<file path="config.mk">
export PLATFORM = sky130hd
export DESIGN_NAME = segment_driver
export DESIGN_NICKNAME = d
export VERILOG_FILES = /design/src/rtl/seg_pkg.sv /design/src/rtl/seg_pwm_gen.sv /design/src/rtl/segment_driver.sv
export SDC_FILE = /design/constraint.sdc
export NUM_CORES = 1
export LEC_CHECK = 0
export BUFFER_PORTS_ARGS = -buffer_cell sky130_fd_sc_hd__buf_2
export CORE_ASPECT_RATIO = 0.8
export CORE_MARGIN = 1.5
export CORE_UTILIZATION = 45
export CTS_CLUSTER_SIZE = 25
export DETAILED_ROUTE_END_ITERATION = 6
export PLACE_DENSITY_LB_ADDON = 0.08
export SLEW_MARGIN = 20
export SYNTH_ARGS = -nofsm -noshare
export SYNTH_HDL_FRONTEND = slang
export SYNTH_HIERARCHICAL = 1
export SYNTH_SLANG_ARGS = --single-unit
</file>
<file path="constraint.sdc">
create_clock -name clk -period 4.8 [get_ports clk]
set_input_delay 0.96 -clock clk [delete_from_list [all_inputs] [get_ports clk]]
set_output_delay 0.96 -clock clk [all_outputs]
set_load 0.02 [all_outputs]
</file>
<file path="src/rtl/seg_pkg.sv">
// seg_pkg: shared types and helpers for the 7-segment output stage.
//   seg_state_e : output FSM states (IDLE, BLANK, ON)
//   PWM_STEPS   : number of brightness steps in one PWM period
//   is_onehot4  : true when a 4-bit digit select has exactly one bit set
package seg_pkg;

  typedef enum logic [1:0] {
    IDLE  = 2'd0,
    BLANK = 2'd1,
    ON    = 2'd2
  } seg_state_e;

  localparam int PWM_STEPS = 15;

  // v & (v-1) clears the lowest set bit; zero afterwards means at most one bit was set.
  function automatic logic is_onehot4(input logic [3:0] v);
    return (v != 4'd0) && ((v & (v - 4'd1)) == 4'd0);
  endfunction

endpackage

</file>
<file path="src/rtl/seg_pwm_gen.sv">
// seg_pwm_gen: brightness PWM for the segment output stage.
//   A prescaler divides clk by PWM_PRESCALE; every prescaler wrap advances a
//   step counter 0..PWM_STEPS-1. The display is enabled while step < bright_q,
//   so level N gives N/15 duty (0 = dark, 15 = always lit).
// Ports:
//   clk, rst  : clock, asynchronous active-high reset
//   bright_q  : registered brightness level 0..15
//   pwm_on    : enable for the display pins
module seg_pwm_gen
  import seg_pkg::*;
#(
  parameter int PWM_PRESCALE = 256
) (
  input  logic       clk,
  input  logic       rst,
  input  logic [3:0] bright_q,
  output logic       pwm_on
);

  localparam int PW = (PWM_PRESCALE > 1) ? $clog2(PWM_PRESCALE) : 1;
  localparam logic [PW-1:0] PRE_MAX  = PW'(PWM_PRESCALE - 1);
  localparam logic [3:0]    STEP_MAX = 4'(PWM_STEPS - 1);

  logic [PW-1:0] pre_cnt_q, pre_cnt_d;
  logic [3:0]    pwm_step_q, pwm_step_d;
  logic          pre_wrap;

  always_comb begin
    pre_wrap   = (pre_cnt_q == PRE_MAX);
    pre_cnt_d  = pre_wrap ? '0 : pre_cnt_q + PW'(1);
    pwm_step_d = pwm_step_q;
    if (pre_wrap) begin
      pwm_step_d = (pwm_step_q == STEP_MAX) ? 4'd0 : pwm_step_q + 4'd1;
    end
  end

  // Free-running: never cleared by display state changes, only by rst.
  always_ff @(posedge clk or posedge rst) begin
    if (rst) begin
      pre_cnt_q  <= '0;
      pwm_step_q <= 4'd0;
    end else begin
      pre_cnt_q  <= pre_cnt_d;
      pwm_step_q <= pwm_step_d;
    end
  end

  assign pwm_on = (pwm_step_q < bright_q);

endmodule

</file>
<file path="src/rtl/segment_driver.sv">
// segment_driver: output stage between the hex display controller and the
// board's 7-segment pins.
//   - Registers anodes/segments/brightness so no glitches reach the pins.
//   - Inserts DEAD_CYCLES blank cycles on every digit switch (anti-ghosting).
//   - Optional PWM brightness when SEG_DRIVER_PWM_EN is defined; otherwise the
//     brightness input is ignored and the display is always fully on.
//   - Pins use ACTIVE_LOW polarity (1 = active-low pins).
// Ports:
//   clk, rst     : clock, asynchronous active-high reset
//   anodes_in    : one-hot active-high digit select
//   segments_in  : active-high segment pattern abcdefg
//   brightness   : duty level 0..15
//   an, seg      : registered pin outputs at pin polarity
//   blanking     : registered, high while the FSM is in IDLE or BLANK
//   dbg_state_o  : current FSM state (seg_state_e encoding)
module segment_driver
  import seg_pkg::*;
#(
  parameter int DEAD_CYCLES  = 64,
  parameter int PWM_PRESCALE = 256,
  parameter bit ACTIVE_LOW   = 1'b1
) (
  input  logic       clk,
  input  logic       rst,
  input  logic [3:0] anodes_in,
  input  logic [6:0] segments_in,
  input  logic [3:0] brightness,
  output logic [3:0] an,
  output logic [6:0] seg,
  output logic       blanking,
  output logic [1:0] dbg_state_o
);

  localparam int DW = $clog2(DEAD_CYCLES + 1);
  localparam logic [DW-1:0] DEAD_RELOAD = DW'(DEAD_CYCLES - 1);
  localparam logic [3:0]    AN_OFF  = ACTIVE_LOW ? 4'hF  : 4'h0;
  localparam logic [6:0]    SEG_OFF = ACTIVE_LOW ? 7'h7F : 7'h00;

  // Input stage
  logic [3:0] anodes_q;
  logic [6:0] segments_q;
  logic [3:0] bright_q;

  // FSM and held registers
  seg_state_e    state_q, state_d;
  logic [3:0]    cur_anode_q, cur_anode_d;
  logic [DW-1:0] dead_cnt_q, dead_cnt_d;

  // Registered pins
  logic [3:0] an_q, an_d;
  logic [6:0] seg_q, seg_d;
  logic       blanking_q, blanking_d;

  logic anode_valid;
  logic anode_new;
  logic pwm_on;

`ifdef SEG_DRIVER_PWM_EN
  seg_pwm_gen #(
    .PWM_PRESCALE(PWM_PRESCALE)
  ) u_pwm (
    .clk      (clk),
    .rst      (rst),
    .bright_q (bright_q),
    .pwm_on   (pwm_on)
  );
`else
  // Without PWM the display is always fully on; brightness is not used.
  logic unused_pwm_cfg;
  assign unused_pwm_cfg = ^{bright_q, 32'(PWM_PRESCALE)};
  assign pwm_on = 1'b1;
`endif

  always_comb begin
    state_d     = state_q;
    cur_anode_d = cur_anode_q;
    dead_cnt_d  = dead_cnt_q;
    anode_valid = is_onehot4(anodes_q);
    anode_new   = (anodes_q != cur_anode_q);

    case (state_q)
      IDLE: begin
        if (anode_valid) begin
          cur_anode_d = anodes_q;
          dead_cnt_d  = DEAD_RELOAD;
          state_d     = BLANK;
        end
      end
      BLANK: begin
        if (!anode_valid) begin
          state_d = IDLE;
        end else if (anode_new) begin
          // Another switch during the dead time restarts it in full.
          cur_anode_d = anodes_q;
          dead_cnt_d  = DEAD_RELOAD;
        end else if (dead_cnt_q == '0) begin
          state_d = ON;
        end else begin
          dead_cnt_d = dead_cnt_q - DW'(1);
        end
      end
      ON: begin
        if (!anode_valid) begin
          state_d = IDLE;
        end else if (anode_new) begin
          cur_anode_d = anodes_q;
          dead_cnt_d  = DEAD_RELOAD;
          state_d     = BLANK;
        end
      end
      default: state_d = IDLE;
    endcase

    // Pins are computed from the next state so they change on the same edge
    // as the FSM; segment-only changes pass straight through while in ON.
    an_d  = AN_OFF;
    seg_d = SEG_OFF;
    if ((state_d == ON) && pwm_on) begin
      an_d  = ACTIVE_LOW ? ~cur_anode_d : cur_anode_d;
      seg_d = ACTIVE_LOW ? ~segments_q  : segments_q;
    end
    blanking_d = (state_d != ON);
  end

  always_ff @(posedge clk or posedge rst) begin
    if (rst) begin
      anodes_q    <= 4'd0;
      segments_q  <= 7'd0;
      bright_q    <= 4'd0;
      state_q     <= IDLE;
      cur_anode_q <= 4'd0;
      dead_cnt_q  <= '0;
      an_q        <= AN_OFF;
      seg_q       <= SEG_OFF;
      blanking_q  <= 1'b1;
    end else begin
      anodes_q    <= anodes_in;
      segments_q  <= segments_in;
      bright_q    <= brightness;
      state_q     <= state_d;
      cur_anode_q <= cur_anode_d;
      dead_cnt_q  <= dead_cnt_d;
      an_q        <= an_d;
      seg_q       <= seg_d;
      blanking_q  <= blanking_d;
    end
  end

  assign an          = an_q;
  assign seg         = seg_q;
  assign blanking    = blanking_q;
  assign dbg_state_o = state_q;

endmodule
</file>
# == Word level (Yosys, flattened, before mapping) ==
# Index checks and enable logic that the tools add are counted.
# word_totals
ff_bits,36
latchBits,0
ram_bits,0
mem_bits_ro,0
in_bits,17
output_inout_bits,14
memories,0
# classes
n_addsub,2
multipliers,0
n_div,0
magnitude_cmp,0
n_eq_ne,10
n_shift,0
n_mux,20
bitwise,3
reduce_logical,8
# ops
cell,n
7-bit 2-to-1 mux,7
7-bit one-hot mux with 3 select lines,1
4-bit 2-to-1 mux,4
2-bit 2-to-1 mux,6
"2-bit inequality test, second input constant",5
4-bit one-hot mux with 2 select lines,1
7-bit logical NOT,1
7-bit NOT,1
"7-bit by 1-bit subtractor with 7-bit output, second input constant",1
2-bit one-hot mux with 3 select lines,1
6-bit AND reduction,1
4-bit AND,1
"2-bit equality test, second input constant",2
4-bit logical NOT,1
4-bit inequality test,1
4-bit NOT,1
4-bit nonzero test,1
"4-bit by 1-bit subtractor with 4-bit output, second input constant",1
"3-bit inequality test, second input constant",1
3-bit nonzero test,1
"2-bit by 1-bit equality test with 1-bit output, second input constant",1
2-bit logical NOT,1
2-bit OR reduction,1
1-bit logical AND,1

# == Depth between registers and ports, before layout ==
# logic_depth
depth_word,8
mapped_depth,8

# == Worst setup path before layout ==
# Ideal clock, no wire load.
# synth_timing
path_kind,register to register
startpoint,register dead_cnt_q[0]
endpoint,register state_q[0] (netlist: dbg_state_o[0])
setup_ns,0.125
t_arrival_ns,1.911
required_time_ns,4.675
setup_slack_ns,2.764
stages_incl_launch_ff,9
n_path_buf,1
synth_period_minus_slack_ns,2.036
path_cell_list,dfrtp_1 > inv_1 > ha_1 > or3b_1 > o21ai_1 > a21oi_1 > o32ai_2 > buf_4 > nor2_1
# synth_between
elab_chain_cells,5
# synth_rtl
element,line_no,source
"start, declared",segment_driver.sv:47,"logic [DW-1:0] dead_cnt_q, dead_cnt_d;"
"start signal, assigned",segment_driver.sv:142,dead_cnt_q <= dead_cnt_d;
7-bit logical NOT,segment_driver.sv:96,end else if (dead_cnt_q == '0) begin
2-bit 2-to-1 mux,segment_driver.sv:96,
2-bit 2-to-1 mux,segment_driver.sv:92,end else if (anode_new) begin
2-bit 2-to-1 mux,segment_driver.sv:90,if (!anode_valid) begin
2-bit one-hot mux with 3 select lines,segment_driver.sv:81,case (state_q)
net state_d[0],segment_driver.sv:45,"seg_state_e state_q, state_d;"
"end signal, assigned",segment_driver.sv:140,state_q <= state_d;
"end, declared",segment_driver.sv:45,
# The timed path passes the listed nets, and every way through them passes these cells.
# A chain may end at the register's enable or synchronous reset.

# == Final worst setup path ==
# layout_timing
startpoint,register dead_cnt_q[0]
endpoint,register seg_q[1] (netlist: seg[1])
# layout_between
elab_chain_cells,7
# layout_rtl
element,line_no,source
7-bit logical NOT,segment_driver.sv:96,
2-bit 2-to-1 mux,segment_driver.sv:96,
2-bit 2-to-1 mux,segment_driver.sv:92,
2-bit 2-to-1 mux,segment_driver.sv:90,
2-bit one-hot mux with 3 select lines,segment_driver.sv:81,
2-bit equality test,segment_driver.sv:118,if ((state_d == ON) && pwm_on) begin
7-bit 2-to-1 mux,segment_driver.sv:118,
net seg_d[1],segment_driver.sv:51,"logic [6:0] seg_q, seg_d;"
"end signal, assigned",segment_driver.sv:144,seg_q <= seg_d;
"end, declared",segment_driver.sv:51,
# The timed path passes the listed nets, and every way through them passes these cells.

==> flow_summary.yaml <==
yosys:
  synth_cells: 133
  synth-compound-area-share: 0.1531
  synth_fa_ha_area_frac: 0.03846
  synth_top_family_by_area: "simple AND/OR/NAND/NOR gates"
  synthDistinctLibCells: 42
  synth_top_area_frac: 0.3692
  yosys.area_share.simple: 0.1792
  synth_area_sq_um: 1627
  ys_top_cells_by_area: "dfrtp_1 37%, dfstp_2 19%, nand3_2 4.9%"
  ys_seq_area_frac: 0.5631
  yosysTopAreaCell: "dfrtp_1"
  syn_nets: 155
  avgSynthCellArea_sq_um: 12.23
  synth-seq-cells: 36
  synth_mux_area_frac: 0.006154
  synth_warnings: 6
  synthXorXnorAreaFrac: 0.02692
floorplan:
  core_area_sq_um: 3447
  die_h_um: 56.78
  ios: 31
  die_w_um: 70.22
  initial_core_util: 0.4719
  die_area_sq_um: 3986
  core.rowCount: 19
global_route:
  grt_max_degree: 37
  antenna_found_initial: 0
  grt_pass1_wl_mm: 4.926
  top_usage_layer: "met2"
  grt_pass1_vias: 1043
  grt_overflow: 0
  grt.met1_usage: 0.2165
  grt_usage: 0.1627
  grtUsageMet3: 0.04309
  grt_use_met2: 0.2463
worst_setup_path:
  endpoint_kind: "flop"
  crit_path_max_incr_delay_ps: 660
  crit_fanout: 13
  worstPathRequired_ps: 4980
  path_cells: "inv_1 > ha_1 > or3b_1 > o21ai_1 > a21oi_1 > o32ai_4 > nand3_1"
  start_kind: "flop"
  cp_top_family: "compound AO/OA/AOI/OAI gates"
  critical_path_buf_inv_count: 1
  slowest_stage: "o32ai_4"
  arrival_ps: 2610
  crit_type: "reg2reg"
  reg2reg_slack_ps: 2370
cells_and_area:
  nNetsFinal: 185
  area.sequential_sq_um: 915.9
  diodes: 0
  utilization: 0.5492
  final_cells: 206
  n_fill_cell: 292
  drive_above_1_share: 0.3720
  final_area_sq_um: 1893
  multiInputGateArea_sq_um: 668.1
  syn_to_final_growth_pct: 16.38
  layout_common_cells: "26 x buf_2, 24 x dfrtp_1, 12 x dfstp_2, 8 x nand3_2"
  final_common_cell: "buf_2"
clocking:
  cts_buffers: 5
  cts_setup_buffers: 0
  post_cts_resize_count: 0
  cts_tree: "done"
  insertion_delay_ps: 280
  clock_sinks: 36
  holdBufCountCts: 0
  clockRootBuffer: "clkbuf_8"
  cts.clk_slew.worst_paths_ps: 70
  cts_htree_levels: 2
  cts_buffer_depth: 2
place:
  gp_congestion: 0.8440
  placed_area_sq_um: 1789
  io_buffer_count: 26
  dp.cells: 198
  dp_hpwl_mm: 2.125
timing:
  tightest_slew_ps: 883.4
  finalClockSkew_ps: 2.521
  rsz0062_at_grt: "no"
  tns_ps: 0
  min_period_over_period: 0.5068
  period_needed_ps: 2432
  hold_viol_final: 0
  drv_slew: 0
  slew_headroom: 0.4067
  max_freq_ghz: 0.4111
  finalSetupViolCount: 0
routing:
  wl_mm: 2.903
  drtIter0Drc: 61
  drt-vias-per-instance: 5.427
  avgRoutedWirePerCell_um: 14.09
  dr.pass1.iters: 4
  postRouteAntennaNets: 0
  routed-via-count: 1118
  drc: 0
pwr:
  p_sw_frac: 0.3329
  total_power_uw: 796.7
  powerDensity_nw_per_um2: 420.8
  clkPwrFrac: 0.270
  p_int_uw: 531.5
  irDropWorstVdd_mv: 0.2253
  p_leak_uw: 0.0007414
  p_comb_frac: 0.271
  seq_power_share: 0.459
  switching_power_uw: 265.2
job:
  max-cap-violations: 0
status:
  status: "complete, no violations"
hold_path:
  hp-class: "reg2reg"
Yosys cell counts (all sizes together):
cell type / number
o211ai: 1
ha: 5
o311a: 1
nor3: 3
nand2: 7
dfstp: 12
a21o: 1
a21oi: 7
dfrtp: 24
a211oi: 1
nand3: 12
a22o: 4
nor3b: 1
o21ai: 6
o22a: 2
clkbuf: 1
o31a: 1
or4b: 2
a21boi: 2
nor2: 6
mux2i: 1
xnor2: 5
o21bai: 2
and2: 3
and4: 1
o32ai: 1
or3: 2
a31oi: 1
nor4: 3
or3b: 1
a41oi: 1
nand4: 2
inv: 7
buf: 3
o311ai: 1
state kept, by name (all words and copies together), names as in the netlist:
signal,flops
segments_q,7
an,4
dead_cnt_q,7
seg,7
dbg_state_o,2
blanking,1
cur_anode_q,4
anodes_q,4
power groups by stage:
stage | Sequential [uW] | Combinational, uW | Clock, uW
finish | 366 | 216 | 215
global route | 370 | 238 | 237
CTS | 365 | 210 | 223
detailed placement | 371 | 209 | 0
global placement | 368 | 201 | 0
floorplan | 369 | 165 | 0
final cells by class:
type,count,share of cell area
Sequential cell,36,0.4838
Multi-Input combinational cell,86,0.3529
Timing Repair Buffer,27,0.07270
Clock buffer,6,0.04362
Tap cell,42,0.02776
Inverter,7,0.01388
Clock inverter,2,0.005287
stage by stage:
| step | hold WS, ps | setup WS [ps] |
|---|---|---|
| 5_1_grt | 391.3 | 2182 |
| 3_3_place_gp | 377.8 | 2146 |
| 4_1_cts | 386.2 | 2035 |
| 6_report | 384.3 | 2368 |
| 2_1_floorplan | 366.6 | 2764 |
| 3_5_place_dp | 382.6 | 2066 |
routing by layer:
layer | up-vias | wire, um
met3 | 4 | 144
met5 | - | 0
li1 | 543 | -
met1 | 543 | 1374
met4 | 0 | 49
met2 | 28 | 1334
cell families (layout without fill, tap and decap cells):
group / count (synthesis) / count (layout)
mux: 1 / 1
simple gates: 43 / 43
buf+inv: 11 / 42
flops: 36 / 36
compound gates: 32 / 32
xor+xnor: 5 / 5
fa+ha+maj: 5 / 5
final timing paths:
kind | start | end | cells past startpoint
hold / removal | segments_q[6] | seg[6] | 1
hold reg to reg | segments_q[6] | seg[6] | 1
max in group asynchronous | rst | an[2] | 3
min in group asynchronous | rst | segments_q[2] | 3
setup reg to reg | dead_cnt_q[0] | seg[1] | 7
setup / recovery | dead_cnt_q[0] | seg[1] | 7
No activity file was read; power rests on OpenSTA's default activity.
